==> config.mk <==
export PLATFORM = sky130hd
export DESIGN_NAME = ultrasonic_range_frontend
export DESIGN_NICKNAME = d
export VERILOG_FILES = /design/src/rtl/ultrasonic_range_frontend.sv
export SDC_FILE = /design/constraint.sdc
export NUM_CORES = 1
export LEC_CHECK = 0
export ABC_AREA = 1
export BUFFER_PORTS_ARGS = -buffer_cell sky130_fd_sc_hd__buf_2
export CAP_MARGIN = 20
export CORE_MARGIN = 10
export CORE_UTILIZATION = 55
export DETAILED_ROUTE_END_ITERATION = 10
export PLACE_DENSITY = 0.72
export SLEW_MARGIN = 20
export SYNTH_ARGS = -nofsm -noshare
export SYNTH_HDL_FRONTEND = slang
export SYNTH_SLANG_ARGS = --single-unit
==> constraint.sdc <==
create_clock -name clk -period 10.1 [get_ports clk]
set_clock_uncertainty 0.15 [all_clocks]
set_input_delay 2.02 -clock clk [delete_from_list [all_inputs] [get_ports clk]]
set_output_delay 2.02 -clock clk [all_outputs]
set_load 0.03 [all_outputs]
==> src/rtl/ultrasonic_range_frontend.sv <==
// Ultrasonic range front-end for the forward ranger.
// Fires periodic trigger pulses and times the returning echo in centimetres.
// Samples are box-car averaged into leading_distance for the car control FSM.
// A stuck or implausible echo raises a sticky sensor_fault.
module ultrasonic_range_frontend #(
   parameter int CLK_PER_CM       = 58,
   parameter int TRIG_CYCLES      = 10,
   parameter int ECHO_WAIT_CYCLES = 2000,
   parameter int PERIOD_CYCLES    = 60000,
   parameter int AVG_LOG2         = 2
) (
   input  logic       clk,
   input  logic       rst,
   input  logic       enable,
   input  logic       echo_in,
   input  logic       fault_clr,
   output logic       trig_out,
   output logic [6:0] leading_distance,
   output logic       dist_valid,
   output logic       sensor_fault
);

   localparam int DEPTH = 2 ** AVG_LOG2;
   localparam int SUMW  = 7 + AVG_LOG2;
   localparam int PCW   = $clog2(PERIOD_CYCLES + 1);
   localparam int TCW   = $clog2(TRIG_CYCLES + 1);
   localparam int WCW   = $clog2(ECHO_WAIT_CYCLES + 1);
   localparam int SCW   = $clog2(CLK_PER_CM + 1);

   localparam logic [PCW-1:0] PERIOD_LAST = PCW'(PERIOD_CYCLES - 1);
   localparam logic [TCW-1:0] TRIG_LAST   = TCW'(TRIG_CYCLES - 1);
   localparam logic [WCW-1:0] WAIT_LAST   = WCW'(ECHO_WAIT_CYCLES - 1);
   localparam logic [SCW-1:0] SUB_LAST    = SCW'(CLK_PER_CM - 1);
   localparam logic [6:0]     CM_MAX      = 7'd127;

   localparam logic [2:0] IDLE      = 3'd0;
   localparam logic [2:0] TRIG      = 3'd1;
   localparam logic [2:0] WAIT_ECHO = 3'd2;
   localparam logic [2:0] MEASURE   = 3'd3;
   localparam logic [2:0] HOLDOFF   = 3'd4;

   logic           echo_meta;
   logic           echo_s;
   logic           echo_d;
   logic           rise;
   logic           fall;
   logic [2:0]     state;
   logic [PCW-1:0] period_cnt;
   logic [TCW-1:0] trig_cnt;
   logic [WCW-1:0] wait_cnt;
   logic [SCW-1:0] sub;
   logic [6:0]     cm;
   logic [6:0]     measured;
   logic [6:0]     raw;
   logic           sample_valid;
   logic           period_last;
   logic           enter_trig;
   logic           stuck;
   logic           fault_set;
   logic           prefill_req;
   logic [6:0]     avg_buf [DEPTH];
   logic [AVG_LOG2-1:0] ptr;
   logic [SUMW-1:0] sum;
   logic           empty;

   // Bring the asynchronous echo into the clock domain and keep a delayed copy for edges
   always_ff @(posedge clk or posedge rst) begin
      if (rst) begin
         echo_meta <= 1'b0;
         echo_s    <= 1'b0;
         echo_d    <= 1'b0;
      end else begin
         echo_meta <= echo_in;
         echo_s    <= echo_meta;
         echo_d    <= echo_s;
      end
   end

   assign rise = echo_s & ~echo_d;
   assign fall = ~echo_s & echo_d;

   assign period_last = (period_cnt == PERIOD_LAST);
   assign enter_trig  = enable && ((state == IDLE) || (state == HOLDOFF && period_last));
   assign stuck       = (state == MEASURE) && !fall && period_last;
   assign fault_set   = (enter_trig && echo_s) || stuck;
   assign prefill_req = (state == IDLE) && enable;

   // The echo that ends on a wrap cycle has completed one more full centimetre
   assign measured = (sub == SUB_LAST && cm != CM_MAX) ? cm + 7'd1 : cm;

   assign trig_out = (state == TRIG);

   // Measurement sequencer: trigger, wait for echo, time it, then hold off to period end
   always_ff @(posedge clk or posedge rst) begin
      if (rst) begin
         state        <= IDLE;
         period_cnt   <= '0;
         trig_cnt     <= '0;
         wait_cnt     <= '0;
         sub          <= '0;
         cm           <= '0;
         raw          <= '0;
         sample_valid <= 1'b0;
      end else begin
         sample_valid <= 1'b0;
         if (state != IDLE && !period_last)
            period_cnt <= period_cnt + 1'b1;
         case (state)
            IDLE: begin
               if (enable) begin
                  state      <= TRIG;
                  period_cnt <= '0;
                  trig_cnt   <= '0;
               end
            end
            TRIG: begin
               if (trig_cnt == TRIG_LAST) begin
                  state    <= WAIT_ECHO;
                  wait_cnt <= '0;
               end else begin
                  trig_cnt <= trig_cnt + 1'b1;
               end
            end
            WAIT_ECHO: begin
               if (rise) begin
                  state <= MEASURE;
                  cm    <= '0;
                  sub   <= '0;
               end else if (wait_cnt == WAIT_LAST) begin
                  raw          <= CM_MAX;
                  sample_valid <= 1'b1;
                  state        <= HOLDOFF;
               end else begin
                  wait_cnt <= wait_cnt + 1'b1;
               end
            end
            MEASURE: begin
               if (fall) begin
                  raw          <= measured;
                  sample_valid <= 1'b1;
                  state        <= HOLDOFF;
               end else if (period_last) begin
                  state <= HOLDOFF;
               end else if (sub == SUB_LAST) begin
                  sub <= '0;
                  if (cm != CM_MAX)
                     cm <= cm + 7'd1;
               end else begin
                  sub <= sub + 1'b1;
               end
            end
            HOLDOFF: begin
               if (period_last) begin
                  if (enable) begin
                     state      <= TRIG;
                     period_cnt <= '0;
                     trig_cnt   <= '0;
                  end else begin
                     state <= IDLE;
                  end
               end
            end
            default: state <= IDLE;
         endcase
      end
   end

   // Sticky fault flag; a new fault outranks a simultaneous clear
   always_ff @(posedge clk or posedge rst) begin
      if (rst)
         sensor_fault <= 1'b0;
      else if (fault_set)
         sensor_fault <= 1'b1;
      else if (fault_clr)
         sensor_fault <= 1'b0;
   end

   // Running box-car average; the first sample of a run fills every slot
   always_ff @(posedge clk or posedge rst) begin
      if (rst) begin
         for (int i = 0; i < DEPTH; i++)
            avg_buf[i] <= '0;
         sum        <= '0;
         ptr        <= '0;
         empty      <= 1'b1;
         dist_valid <= 1'b0;
      end else begin
         dist_valid <= sample_valid;
         if (sample_valid) begin
            if (empty) begin
               for (int i = 0; i < DEPTH; i++)
                  avg_buf[i] <= raw;
               sum   <= {raw, {AVG_LOG2{1'b0}}};
               ptr   <= '0;
               empty <= 1'b0;
            end else begin
               avg_buf[ptr] <= raw;
               sum          <= sum - SUMW'(avg_buf[ptr]) + SUMW'(raw);
               ptr          <= ptr + 1'b1;
            end
         end else if (prefill_req) begin
            empty <= 1'b1;
         end
      end
   end

   // A faulted sensor reads as zero distance so the car brakes
   assign leading_distance = sensor_fault ? 7'd0 : sum[SUMW-1:AVG_LOG2];

endmodule
==> impl_metrics.py <==
metrics = {
    "floorplan": {
        "die_h_um": 122.6,
        "die-width_um": 122.6,
        "start_util_pct": 56.36,
        "die-area_sq_mm": 0.01504,
        "coreArea_sq_mm": 0.01028,
        "rows": 37,
        "io_pins": 15,
    },
    "final_layout": {
        "seq_area_sq_mm": 0.002504,
        "layout.nets": 784,
        "final.fill_count": 940,
        "drive_gt1_share_pct": 10.44,
        "multi_input_area_sq_mm": 0.002816,
        "n_antenna_cell": 0,
        "area_growth_pct": 6.870,
    },
    "worst_setup_path": {
        "worstSetupStartpointType": "register",
        "critPathArrivalTime_ns": 1.53,
        "critPathKind": "reg -> out",
        "worst_ep_required_time_ns": 7.93,
        "endpoint_kind": "output pin",
        "crit_fanout": 7,
    },
    "logic_synthesis": {
        "synth_edf_count": 0,
        "synthCells": 738,
        "ys_seq_elements": 100,
        "ys_warn_count": 0,
        "yosysSeqAreaShare_pct": 43.23,
        "synth_fp_nets": 770,
        "ys.flop_type": "dfrtp_1",
        "ys_types": 48,
        "async_flop_share_pct": 100.0,
        "syn_area_per_cell_sq_um": 7.848,
        "synth_area_sq_mm": 0.005792,
    },
    "clocking": {
        "cts_post_setup_buffers_inserted": 0,
        "cts_buffers": 9,
        "postCtsHoldBufs": 0,
        "cts_tree": "yes",
        "cts.reportedPaths.clkPinSlew_ns": 0.10,
        "cts_root_buf": "clkbuf_8",
        "clockBufferDepth": 2,
        "numClockSinks": 100,
        "post_cts_resized": 0,
        "h-tree-depth": 3,
        "clk_latency_ns": 0.38,
    },
    "power_and_ir_drop": {
        "power_leakage_nw": 2.950,
        "vdd_ir_drop_max_v": 0.0003014,
        "powerDensity_mw_per_mm2": 340.8,
    },
    "place": {
        "gp_congestion": 0.8706,
        "dp_hpwl_um": 8975,
        "io_buffers": 14,
    },
    "global_route": {
        "grt_pass1_vias": 4679,
        "grt_overflow": 0,
        "grt_max_degree": 62,
        "grt_pass1_wl_um": 21270,
        "track_usage_pct": 16.94,
        "antenna_found_initial": 0,
    },
    "run_status": {
        "status": "finished clean",
    },
    "timing": {
        "slew_headroom_pct": 30.47,
        "hold_viol": 0,
        "hold_slack_ns": 0.2112,
        "timing.fmax_mhz": 270.4,
        "maxSlewViolCount": 0,
        "finalSetupViolCount": 0,
        "min_period_ns": 3.698,
        "fin_setup_tns_ns": 0,
        "worst_slew_pin_slew_ns": 1.032,
        "rsz0062_at_grt": "false",
        "finalCritPeriodShare_pct": 36.61,
    },
    "worst_hold_path": {
        "hp-class": "reg -> reg",
    },
    "route": {
        "routed_wl_um": 12290,
        "wl_per_cell_um": 13.77,
        "dr.pass1.iters": 5,
        "drc": 0,
        "vias": 4741,
        "viasPerCell": 5.309,
        "drtAntennaViolNets": 0,
        "drtIter0Drc": 350,
    },
    "run": {
        "cap_violations": 0,
    },
}
-- layout by cell type, fill, tap and decap left out, types with 4 or more instances in the layout --
cell type | netlist | routed
nand2_1 | 163 | 163
dfrtp_1 | 99 | 99
inv_1 | 88 | 87
nor2_1 | 79 | 79
o21ai_0 | 61 | 61
nand3_1 | 42 | 42
o21ai_1 | 31 | 31
a21oi_1 | 25 | 25
ha_1 | 20 | 20
xor2_1 | 19 | 19
buf_2 | 2 | 14
inv_2 | 12 | 12
clkbuf_8 | 0 | 9
nand2_2 | 8 | 8
o22ai_1 | 8 | 8
nor2_2 | 7 | 7
fa_1 | 7 | 7
nor3_1 | 6 | 6
nand4_1 | 5 | 5
buf_4 | 1 | 5
nand3b_1 | 4 | 4
or2_1 | 4 | 4
-- layer usage --
metal / vias up / GRT usage, % / wire length [um] / part of all wire [%]
li1: 2399 / - / - / -
met1: 2249 / 20.69 / 5539 / 45
met2: 75 / 29.95 / 6146 / 50
met3: 18 / 2.893 / 358 / 2.9
met4: 0 / 5.081 / 250 / 2.0
met5: - / 0 / 0 / 0
-- path summary, 6_finish.rpt --
kind	start	end	slack [ns]	cells past startpoint
min reg2reg	echo_meta	echo_s	0.21	0
max reg2reg	ptr[0]	sum[5]	6.63	14
min	echo_meta	echo_s	0.21	0
max in group asynchronous	rst	period_cnt[4]	7.15	3
min in group asynchronous	rst	wait_cnt[6]	1.51	2
max	state[1]	trig_out	6.40	2
-- cells by family after synthesis --
group,count (synthesis),share of synthesized area [%]
AOI/OAI and AO/OA,140,13.18
DFF,100,43.23
and+or+nand+nor,331,25.38
buffers and inverters,118,8.144
xor gates and xnor gates,22,3.327
adders and majority gates,27,6.740
-- flip-flops by register name, summed over array words and instances, names as in the netlist --
name and count:
sample_valid 1, avg_buf 28, sum 9, period_cnt 16, echo_d 1, trig_cnt 4, echo_s 1, echo_meta 1
sub 6, empty 1, cm 7, raw 7, dist_valid 1, ptr 2, sensor_fault 1, state 3
wait_cnt 11
-- synthesized netlist by cell type, types with 2 or more instances --
master / count / share of area, %
a21oi_1: 25 / 2.2
a22oi_1: 3 / 0.39
buf_2: 2 / 0.17
buf_6: 2 / 0.39
clkbuf_1: 11 / 0.71
dfrtp_1: 99 / 43
fa_1: 7 / 2.4
ha_1: 20 / 4.3
inv_1: 88 / 5.7
inv_2: 12 / 0.78
nand2_1: 163 / 11
nand2_2: 8 / 0.86
nand3_1: 42 / 3.6
nand3b_1: 4 / 0.52
nand4_1: 5 / 0.54
nor2_1: 79 / 5.1
nor2_2: 7 / 0.76
nor2_4: 3 / 0.58
nor3_1: 6 / 0.52
nor3_4: 2 / 0.56
o21a_1: 2 / 0.26
o21ai_0: 61 / 5.3
o21ai_1: 31 / 2.7
o21bai_1: 2 / 0.26
o22ai_1: 8 / 0.86
or2_1: 4 / 0.43
xnor2_1: 3 / 0.45
xor2_1: 19 / 2.9
-- metrics by stage --
stage	power, mW	utilization, %	worst slack (ns)	cells	cell area [sq um]
final	2.109	60.23	6.402	893	6190
after global routing	2.338	60.23	6.231	893	6190
after CTS	2.114	60.23	6.394	893	6190
after detailed placement	1.853	58.29	6.658	877	5991
after global placement	1.807	58.29	6.671	877	5991
after floorplan	1.581	-	5.313	738	5792
-- cell type report --
type                            instances  area share [%]
Clock inverter                          7           1.213
Sequential cell                       100           40.45
Tap cell                              136           2.749
Clock buffer                            9           2.001
Multi-Input combinational cell        520           45.50
Timing Repair Buffer                   19           1.738
Inverter                              102           6.347
-- critical path: stages, from the launching register on --
cell     delay [ns]
dfrtp_1        0.50
nor3_4         0.39
buf_2          0.27
-- power breakdown --
part | switching (mW) | internal, mW | leakage, nW
clock | 0.160 | 0.0988 | 0.0990
combinational | 0.774 | 0.419 | 1.60
sequential | 0.124 | 0.534 | 1.25
Power figures use the tool's default switching activity.
